### config.mk
export PLATFORM = sky130hd
export DESIGN_NAME = uart_tx_io
export DESIGN_NICKNAME = d
export VERILOG_FILES = /design/src/rtl/uart_tx_io.sv
export SDC_FILE = /design/constraint.sdc
export NUM_CORES = 1
export LEC_CHECK = 0
export CAP_MARGIN = 20
export CELL_PAD_IN_SITES_DETAIL_PLACEMENT = 0
export CELL_PAD_IN_SITES_GLOBAL_PLACEMENT = 2
export CORE_ASPECT_RATIO = 0.75
export CORE_MARGIN = 3
export CORE_UTILIZATION = 42
export CTS_BUF_LIST = sky130_fd_sc_hd__clkbuf_8
export DETAILED_ROUTE_END_ITERATION = 6
export GPL_ROUTABILITY_DRIVEN = 0
export PLACE_DENSITY_LB_ADDON = 0.1
export SYNTH_ARGS = -nofsm -noshare
export SYNTH_HDL_FRONTEND = slang
export SYNTH_SLANG_ARGS = --single-unit
### constraint.sdc
create_clock -name CLK -period 9.1 [get_ports CLK]
set_clock_uncertainty 0.15 [all_clocks]
set_input_delay 1.82 -clock CLK [delete_from_list [all_inputs] [get_ports CLK]]
set_output_delay 1.82 -clock CLK [all_outputs]
set_load 0.1 [all_outputs]
### src/rtl/uart_tx_io.sv
// UART transmitter on the CPU IO bus: snoops IO writes, buffers bytes in a FIFO
// and shifts them out 8N1, LSB first. Status/control live at BASE_ADDR+1.
module uart_tx_io #(
  parameter logic [8:0]  BASE_ADDR = 9'd42,
  parameter logic [15:0] DIV_RESET = 16'd434,
  parameter int          FIFO_AW   = 3
) (
  input  logic        CLK,
  input  logic        Reset,
  input  logic [8:0]  AddressIO,
  input  logic [31:0] DataOutput,
  input  logic        WriteIO,
  output logic [31:0] RdData,
  output logic        RdHit,
  output logic        TX
);

  localparam int DEPTH = 2 ** FIFO_AW;
  localparam int CW    = FIFO_AW + 1;

  typedef enum logic [1:0] {IDLE, START, DATA, STOP} txStateT;

  txStateT              stateReg, stateNext;
  logic [15:0]          baudReg, baudNext;
  logic [2:0]           bitReg, bitNext;
  logic [15:0]          divP, divA;
  logic [7:0]           shreg;
  logic [7:0]           lastByte;
  logic [7:0]           mem [DEPTH];
  logic [FIFO_AW-1:0]   wrPtr, rdPtr;
  logic [CW-1:0]        countReg;
  logic                 wrQ;
  logic                 ovf;
  logic [1:0]           hit;
  logic                 strobe, wrData, wrCtrl;
  logic                 full, empty, busy;
  logic                 pushEn, popEn, shiftEn, bitEnd;
  logic [31:0]          statusWord;
  logic                 unusedBits;

  // hit[0] = data register, hit[1] = status/control register
  genvar gi;
  generate
    for (gi = 0; gi < 2; gi++) begin : gDecode
      assign hit[gi] = (AddressIO == BASE_ADDR + 9'(gi));
    end
  endgenerate

  assign strobe = WriteIO & ~wrQ;
  assign wrData = strobe & hit[0];
  assign wrCtrl = strobe & hit[1];
  assign full   = (countReg == CW'(DEPTH));
  assign empty  = (countReg == '0);
  assign busy   = (stateReg != IDLE);
  // A pop in the same cycle frees the slot, so a push into a full FIFO still lands.
  assign pushEn = wrData & (~full | popEn);
  assign bitEnd = (baudReg == divA - 16'd1);
  assign unusedBits = ^DataOutput[31:17];

  always_ff @(posedge CLK) begin
    if (pushEn) mem[wrPtr] <= DataOutput[7:0];
  end

  always_ff @(posedge CLK) begin
    if (Reset) begin
      wrQ      <= 1'b0;
      wrPtr    <= '0;
      rdPtr    <= '0;
      countReg <= '0;
      ovf      <= 1'b0;
      lastByte <= 8'd0;
      divP     <= DIV_RESET;
      divA     <= DIV_RESET;
      shreg    <= 8'd0;
      stateReg <= IDLE;
      baudReg  <= 16'd0;
      bitReg   <= 3'd0;
    end else begin
      wrQ <= WriteIO;
      if (pushEn) begin
        wrPtr    <= wrPtr + FIFO_AW'(1);
        lastByte <= DataOutput[7:0];
      end
      if (popEn) rdPtr <= rdPtr + FIFO_AW'(1);
      countReg <= countReg + CW'(pushEn) - CW'(popEn);
      if (wrData & ~pushEn) ovf <= 1'b1;
      else if (wrCtrl & DataOutput[16]) ovf <= 1'b0;
      if (wrCtrl) divP <= (DataOutput[15:0] < 16'd2) ? 16'd2 : DataOutput[15:0];
      // divA is latched only at frame start so mid-frame divisor writes wait a frame.
      if (popEn) begin
        shreg <= mem[rdPtr];
        divA  <= divP;
      end else if (shiftEn) begin
        shreg <= {1'b0, shreg[7:1]};
      end
      stateReg <= stateNext;
      baudReg  <= baudNext;
      bitReg   <= bitNext;
    end
  end

  always_comb begin
    stateNext = stateReg;
    baudNext  = baudReg + 16'd1;
    bitNext   = bitReg;
    popEn     = 1'b0;
    shiftEn   = 1'b0;
    case (stateReg)
      IDLE: begin
        baudNext = 16'd0;
        if (!empty) begin
          popEn     = 1'b1;
          bitNext   = 3'd0;
          stateNext = START;
        end
      end
      START: begin
        if (bitEnd) begin
          baudNext  = 16'd0;
          bitNext   = 3'd0;
          stateNext = DATA;
        end
      end
      DATA: begin
        if (bitEnd) begin
          baudNext = 16'd0;
          shiftEn  = 1'b1;
          if (bitReg == 3'd7) stateNext = STOP;
          else bitNext = bitReg + 3'd1;
        end
      end
      STOP: begin
        if (bitEnd) begin
          baudNext = 16'd0;
          // Chain straight into the next frame when data is waiting.
          if (!empty) begin
            popEn     = 1'b1;
            bitNext   = 3'd0;
            stateNext = START;
          end else begin
            stateNext = IDLE;
          end
        end
      end
      default: stateNext = IDLE;
    endcase
  end

  always_comb begin
    TX = 1'b1;
    case (stateReg)
      START:   TX = 1'b0;
      DATA:    TX = shreg[0];
      default: TX = 1'b1;
    endcase
  end

  assign statusWord = {15'b0, ovf, busy, full, empty, 13'(countReg)};
  assign RdHit      = |hit;

  always_comb begin
    RdData = 32'd0;
    if (hit[0])      RdData = {24'b0, lastByte};
    else if (hit[1]) RdData = statusWord;
  end

endmodule

# ---- After elaboration in Yosys (flattened, before gate mapping)
# Memory sizes are Yosys's and may differ from the RTL's. A register that Yosys moved wholly into a read port is not among the register bits.
# Index checks and enable logic that the tools add are counted.
dict set report op_classes {
  addsub 7
  magnitude_cmp 1
  eq_ne 14
  n_mux 32
  bitwise 10
  reduce_logical 9
}
# op n
set ops {}
lappend ops {{$mux W17} 2}
lappend ops {{$mux W16} 2}
lappend ops {{$pmux W16 S2} 1}
lappend ops {{$mux W3} 7}
lappend ops {{$eq A9 B6 Y1 const B} 2}
lappend ops {{$add A16 B1 Y16 const B} 1}
lappend ops {{$eq A16 B16 Y1} 1}
lappend ops {{$lt A16 B2 Y1 const B} 1}
lappend ops {{$mux W8} 2}
lappend ops {{$sub A16 B1 Y16 const B} 1}
lappend ops {{$ne A2 B2 Y1 const B} 6}
lappend ops {{$pmux W3 S4} 1}
lappend ops {{$mux W2} 5}
lappend ops {{$add A3 B1 Y3 const B} 3}
lappend ops {{$mux W1} 9}
lappend ops {{$pmux W2 S4} 1}
lappend ops {{$and A1 B1 Y1} 6}
lappend ops {{$reduce_bool A2 Y1} 3}
lappend ops {{$reduce_and A5 Y1} 1}
lappend ops {{$add A4 B1 Y4} 1}
lappend ops {{$eq A2 B2 Y1 const B} 2}
lappend ops {{$eq A4 B4 Y1 const B} 1}
lappend ops {{$logic_not A4 Y1} 1}
lappend ops {{$pmux W1 S2} 2}
lappend ops {{9 further kinds} 11}
dict set report word_totals {
  ff_bits 81
  mem_bits_rw 64
  inputBits 44
  out_inout_bits 34
  wordCells 86
  memories 1
}
# memory depth width read_ports rd_clocked_by_memory_dff write_ports line_no
set memory_table {}
lappend memory_table {mem 8 8 1 1 1 29} ;# logic [7:0] mem [DEPTH];

# ---- Longest topological paths before layout
# Gate-level depths: netlist (run 1).
dict set report depth {
  depth_word 9
  mapped_depth 18
  mapped_depth_nobuf 17
}

# ---- Worst setup path before layout (run 1)
# No wires, ideal clock.
dict set report synth_path {
  path_kind {in2out}
  start {in AddressIO[7]}
  end {out RdData[13]}
  t_arrival_ps 4441
  required_time_ps 7130
  slack_ps 2689
  stages 5
  cell_sequence {nor4b_1 nand2_1 inv_1 nand2_1 nor2_1}
}
dict set report synth_between {
  elab_chain_cells 3
  elab_cells_between_ends 4
}
# element line_no
set synth_lines {}
lappend synth_lines {{start, declared} 10} ;# input logic [8:0] AddressIO,
lappend synth_lines {{$eq A9 B6 Y1} 45} ;# assign hit[gi] = (AddressIO == BASE_ADDR + 9'(gi));
lappend synth_lines {{$mux W17} 164} ;# else if (hit[1]) RdData = statusWord;
lappend synth_lines {{$mux W17 (*)} 163} ;# if (hit[0]) RdData = {24'b0, lastByte};
lappend synth_lines {{end, declared} 13} ;# output logic [31:0] RdData,
# Every way passes the cells marked *; elsewhere a longest branch is shown, timed or not.

# ---- Worst setup path after layout (run 1)
dict set report layout_path {
  start {in AddressIO[7]}
  end {out RdData[14]}
}
# The elaborated chain is that of the path after synthesis.

==> results of run 1 <==
## critical path, cell delays in order
cell	delay, ps
clkdlybuf4s50_1	390
nor4b_1	320
nand2_1	220
inv_1	180
nand2_1	240
nor2_1	240
clkdlybuf4s50_1	1160
## registers in the layout (all words and copies together) (netlist names), named ones only
signal	cells
ovf	1
lastByte	8
wrQ	1
shreg	8
mem	64
rdPtr	3
baudReg	16
bitReg	3
countReg	4
divP	16
divA	16
stateReg	2
wrPtr	3
## synth_stat cells (5+ instances only)
| cell | count | area [um^2] |
|---|---|---|
| a21oi_1 | 36 | 180 |
| a22oi_1 | 6 | 45.0 |
| a31oi_1 | 6 | 37.5 |
| and2_1 | 6 | 37.5 |
| and3_1 | 8 | 50.1 |
| buf_4 | 25 | 188 |
| clkbuf_1 | 22 | 82.6 |
| dfxtp_1 | 84 | 1680 |
| edfxtp_1 | 64 | 1920 |
| ha_1 | 17 | 213 |
| inv_1 | 16 | 60.1 |
| mux2i_1 | 29 | 290 |
| mux4_2 | 16 | 360 |
| nand2_1 | 58 | 218 |
| nand3_1 | 38 | 190 |
| nand4_1 | 5 | 31.3 |
| nor2_1 | 49 | 184 |
| nor2b_1 | 10 | 62.6 |
| nor3_1 | 11 | 55.1 |
| nor4b_1 | 6 | 52.6 |
| o21ai_0 | 25 | 125 |
| xnor2_1 | 16 | 140 |
| xor2_1 | 16 | 140 |
## kinds of logic after synthesis
kind of cell             after synthesis
AND/OR/NAND/NOR                      225
flip-flops                           148
AO/OA/AOI/OAI                        109
buffers and inverters                 72
multiplexers                          47
XOR/XNOR                              32
adder cells (fa/ha/maj)               18
other                                  1
## how the worst max path moves through the flow
| stage | to | slack [ps] |
|---|---|---|
| after floorplan | RdData[13] | 2690 |
| after global placement | RdData[14] | 2580 |
| after detailed placement | RdData[14] | 2490 |
| after CTS | RdData[14] | 2490 |
| after global routing | RdData[14] | 2410 |
| final | RdData[14] | 2550 |
## metrics by stage
stage / instances / utilization / instance area (um^2)
after floorplan: 671 / - / 7180
after global placement: 875 / 0.465 / 7590
after detailed placement: 875 / 0.465 / 7590
after CTS: 907 / 0.489 / 7990
after global routing: 908 / 0.490 / 8000
final: 908 / 0.490 / 8000
## layer usage
layer / share of wire / GRT usage / vias up
li1: - / - / 2419
met1: 0.52 / 0.283 / 2419
met2: 0.42 / 0.265 / 113
met3: 0.047 / 0.0476 / 14
met4: 0.010 / 0.0459 / 0
met5: 0 / 0 / -
## area by class of cell
type / count / share of cell area
clock inverter: 15 / 0.0197
sequential: 148 / 0.450
tap: 210 / 0.0328
clock buffer: 17 / 0.0292
timing repair buffer: 50 / 0.0604
multi-input combinational: 451 / 0.400
inverter: 17 / 0.00797
## power breakdown
| part | switching [W] | internal (W) | total (W) |
|---|---|---|---|
| Combinational | 0.000441 | 0.000238 | 0.000679 |
| Sequential | 0.0000623 | 0.000742 | 0.000804 |
| Clock | 0.000270 | 0.000246 | 0.000515 |
==> impl_metrics.csv, run 1 <==
group,metric,value,unit
route,wl_per_cell,18.4,um
synth,synthXorXnorAreaFrac,0.0394,
timing,tightest_slew,1020,ps
clock_network,cts_buffer_depth,2,
cells_and_area,multi_input_area,0.00320,mm^2
clock_network,clockRootBuffer,"clkbuf_8",
clock_network,clkTransAtPathRegs,80,ps
setup_path,r2r_cells,15,
timing,holdWs,309,ps
synth,ys_types,68,
run,max_cap_violations,0,
global_route,grt_first_pass_wirelength,26.7,mm
timing,timing.final.crit_share,0.720,
synth,yosysSeqAreaShare,0.507,
setup_path,r2r_end,"countReg[1]",
cells_and_area,final_cell_mix,"dfxtp_1, edfxtp_1, nand2_1",
floorplan,placement_rows,40,
clock_network,cts_tree,"built",
floorplan,core-area,0.0163,mm^2
cells_and_area,drive_gt1_frac,0.107,
cells_and_area,diodes,0,
floorplan,dieHeight,119,um
place,dpl.hpwl,11.7,mm
floorplan,die_w,156,um
clock_network,post_cts_resized,0,
setup_path,r2r_slack,4080,ps
synth,synth_top_family_by_area,"simple AND/OR/NAND/NOR gates",
route,routed_wl,16.7,mm
setup_path,path_class,"in2out",
place,port_buffers,42,
setup_path,cp-end-kind,"output port",
clock_network,clkLatencyLatePin,450,ps
cells_and_area,num-fill-cells,1482,
route,route.detailed.drc,0,
timing,finalSetupTns,0,ps
synth,netlist_instances,652,
cells_and_area,final_common_cell,"dfxtp_1",
synth,synth_seq_cells,148,
clock_network,h-tree-depth,4,
clock_network,cts_buffers,17,
timing,rsz0062_at_grt,"no",
setup_path,critPathArrivalTime,4580,ps
clock_network,post_cts_buffers,0,
synth,muxShareOfSynthArea,0.0947,
route,via_count,4965,
cells_and_area,syn_to_final_growth,12.6,%
global_route,grt-ovfl-total,0,
global_route,grt_antenna_before_repair,0,
timing,fmax,0.153,GHz
global_route,grt_usage,0.186,
hold_path,whs_path_depth,2,
timing,fin_crit,6550,ps
global_route,grt_max_degree,47,
timing,drv_slew,0,
synth,synthSimpleGateAreaFrac,0.165,
timing,maxSlewHeadroom,0.299,
timing,worst_slack,2550,ps
cells_and_area,seqCellArea,0.00360,mm^2
setup_path,startpoint,"AddressIO[7]",
synth,avgSynthCellArea,10.9,um^2
timing,finalHoldViolCount,0,
power_and_ir_drop,p_leak,2.67,nW
setup_path,worstPathMaxFanout,7,
global_route,grt_pass1_vias,4920,
outcome,outcome,"completed",
synth,synthArstFlopShare,0,
route,first_pass_iters,5,
route,vias_per_cell,5.47,
synth,synth_flop_cell,"dfxtp_1",
hold_path,worstHoldStart,"lastByte[7]",
clock_network,cts.sinks,148,
synth,synth-edff-count,64,
power_and_ir_drop,ir_drop,0.168,mV
route,drtAntennaViolNets,0,
floorplan,initial_core_util,0.436,
synth,synth-compound-area-share,0.107,
synth,synthAdderAreaFrac,0.0327,
setup_path,start_kind,"input port",
cells_and_area,nets,747,
hold_path,hold_end,"lastByte[7]",
synth,syn-cell-area,0.00711,mm^2
hold_path,hp-class,"reg2reg",
clock_network,cts-hold-fix-buffers,0,
route,first_iter_violations,341,
power_and_ir_drop,p_total,0.00200,W
place,dpl_worst_slack,2490,ps
timing,setup_viol,0,
setup_path,worstPathRequired,7130,ps
floorplan,dieArea,0.0185,mm^2
floorplan,io_pins,78,
power_and_ir_drop,p_per_area,250,mW/mm^2
setup_path,rr_startpoint,"divA[1]",
synth,yosysWarningCount,0,
No activity file was read; power rests on OpenSTA's default activity.
==> run 2: changes to the inputs <==
--- a/config.mk
+++ b/config.mk
@@ -10,7 +10,7 @@
 export CELL_PAD_IN_SITES_GLOBAL_PLACEMENT = 2
 export CORE_ASPECT_RATIO = 0.75
 export CORE_MARGIN = 3
-export CORE_UTILIZATION = 42
+export CORE_UTILIZATION = 35
 export CTS_BUF_LIST = sky130_fd_sc_hd__clkbuf_8
 export DETAILED_ROUTE_END_ITERATION = 6
 export GPL_ROUTABILITY_DRIVEN = 0
==> constraint.sdc (replaced) <==
create_clock -name CLK -period 5.7 [get_ports CLK]
set_clock_uncertainty 0.15 [all_clocks]
set_input_delay 1.14 -clock CLK [delete_from_list [all_inputs] [get_ports CLK]]
set_output_delay 1.14 -clock CLK [all_outputs]
set_load 0.1 [all_outputs]
==> run 2 against run 1 <==
  * Via count is 0.26% higher
  * Setup slack lost 1400 ps
  * Sequential power up 58%
  * Clock power rose by 57%
==> impl_metrics.csv, run 2 (same netlist as run 1, synthesis figures left out) <==
group,metric,value,unit
outcome,outcome,"completed",
cells_and_area,post-route-util,0.410,
power_and_ir_drop,p_sw_frac,0.397,
clock_network,cts_tree,"built",
timing,finalSetupTns,0,ps
global_route,grt_max_degree,47,
floorplan,placement_rows,44,
route,dr.max_layer_used,"met4",
power_and_ir_drop,internal_power,0.00193,W
clock_network,cts_buffers,17,
global_route,grt-ovfl-total,0,
cells_and_area,multi_input_area,0.00320,mm^2
setup_path,critPathArrivalTime,4740,ps
global_route,grt_pass1_vias,4984,
route,route.detailed.drc,0,
power_and_ir_drop,p_clk_frac,0.252,
timing,holdWs,310,ps
power_and_ir_drop,p_leak,2.73,nW
clock_network,clkLatencyLatePin,460,ps
setup_path,cpLargestDelayFamily,"simple AND/OR/NAND/NOR gates",
setup_path,r2r_end,"countReg[3]",
cells_and_area,fin_area,0.00806,mm^2
setup_path,r2r_slack,1150,ps
route,wl_met3,656,um
route,first_pass_iters,5,
route,wl_met1,8.85,mm
power_and_ir_drop,pwr-share-comb,0.352,
run,max_cap_violations,0,
timing,fin_crit,4550,ps
setup_path,r2r_cells,17,
floorplan,io_pins,78,
cells_and_area,num-fill-cells,1896,
route,drtAntennaViolNets,0,
cells_and_area,drive_gt1_frac,0.132,
setup_path,cp-end-kind,"flop",
clock_network,post_cts_resized,0,
power_and_ir_drop,ir_drop,0.183,mV
setup_path,start_kind,"flop",
cells_and_area,seqCellArea,0.00360,mm^2
global_route,grt_first_pass_wirelength,27.7,mm
route,first_iter_violations,329,
route,wl_per_cell,17.9,um
timing,tightest_slew,946,ps
setup_path,rr_startpoint,"divA[0]",
clock_network,post_cts_buffers,0,
global_route,grt_usage,0.164,
setup_path,worstPathRequired,5880,ps
clock_network,cts.sinks,148,
power_and_ir_drop,p_per_area,398,mW/mm^2
hold_path,whs_path_depth,2,
place,port_buffers,42,
hold_path,hold_end,"lastByte[5]",
floorplan,die_w,171,um
setup_path,crit_path_cell_trace,"inv_1, ha_1, nor4b_1, and4b_4, nand3_1, or2_4, a2111oi_4, a31o_2, nand2_2, inv_1, ha_1, inv_1, ha_1, a21o_1, a21oi_1, xnor2_1, nor2_1",
timing,fmax,0.220,GHz
place,dpl-instance-area,0.00765,mm^2
route,routed_wl,17.1,mm
cells_and_area,final_cell_mix,"dfxtp_1, edfxtp_1, nand2_1",
timing,setup_viol,0,
cells_and_area,syn_to_final_growth,13.4,%
clock_network,cts-hold-fix-buffers,0,
cells_and_area,largest_register,"mem",
clock_network,cts_buffer_depth,2,
hold_path,worstHoldStart,"lastByte[5]",
clock_network,clockRootBuffer,"clkbuf_8",
clock_network,h-tree-depth,4,
hold_path,hp-class,"reg2reg",
cells_and_area,diodes,0,
timing,finalHoldViolCount,0,
floorplan,dieHeight,129,um
route,via_count,4978,
setup_path,path_class,"reg2reg",
floorplan,initial_core_util,0.362,
setup_path,cp_slowest_cell,"a2111oi_4",
setup_path,worstPathMaxFanout,8,
setup_path,max_stage_delay,640,ps
route,routed-wl-met2,7.43,mm
setup_path,crit_buf_inv,3,
timing,rsz0062_at_grt,"no",
floorplan,core-area,0.0197,mm^2
cells_and_area,nets,752,
cells_and_area,final_common_cell,"dfxtp_1",
clock_network,clkTransAtPathRegs,90,ps
timing,timing.final.crit_share,0.799,
timing,drv_slew,0,
cells_and_area,largest_reg_flops,64,
timing,maxSlewHeadroom,0.353,
floorplan,dieArea,0.0221,mm^2
global_route,grt_antenna_before_repair,0,
route,vias_per_cell,5.21,
place,dpl.hpwl,12.2,mm
power_and_ir_drop,power.switching,0.00127,W
power_and_ir_drop,p_seq_frac,0.396,
-- run 2: cell types whose count changed in the layout (fill, tap and decap cells not counted), sizes merged --
cell	delta
clkinvlp	-2
clkdlybuf4s50	-13
inv	+6
buf	+18
bufinv	-1
clkinv	-3
-- run 2: final cells by class --
cell class,instances,share of cell area
clock buffer,17,0.0290
clock inverter,15,0.0182
inverter,17,0.00792
multi-input combinational,451,0.397
sequential,148,0.447
tap,253,0.0393
timing repair buffer,55,0.0621
-- run 2: how the worst max path moves through the flow --
stage,startpoint,endpoint,cells after the start
after global placement,divA[0],countReg[3],17
final,divA[0],countReg[3],17
after CTS,divA[0],countReg[3],17
after global routing,divA[0],countReg[3],17
after detailed placement,divA[0],countReg[3],17
after floorplan,AddressIO[7],RdData[13],5
-- run 2: tightest hold or removal path: stages, from the launching register on --
cell     delay [ps]
dfxtp_1         320
nand2_1          50
mux2i_1          50
-- run 2: power groups by stage --
stage | registers, W | logic, W | clock network (W)
floorplan | 0.00125 | 0.000871 | 0
global placement | 0.00129 | 0.00111 | 0
detailed placement | 0.00129 | 0.00113 | 0
CTS | 0.00127 | 0.00113 | 0.000835
global route | 0.00128 | 0.00125 | 0.000878
finish | 0.00127 | 0.00113 | 0.000808
-- run 2: metal layers --
metal | vias to the layer above | global-route usage
li1 | 2421 | -
met1 | 2446 | 0.241
met2 | 97 | 0.245
met3 | 14 | 0.0363
met4 | 0 | 0.0420
met5 | - | 0
-- run 2: metrics by stage --
step	power (W)	instances	setup WS (ps)
2_1_floorplan	0.00212	671	649
3_3_place_gp	0.00240	923	1240
3_5_place_dp	0.00242	923	1150
4_1_cts	0.00324	955	1110
5_1_grt	0.00341	956	760
6_report	0.00321	956	1150
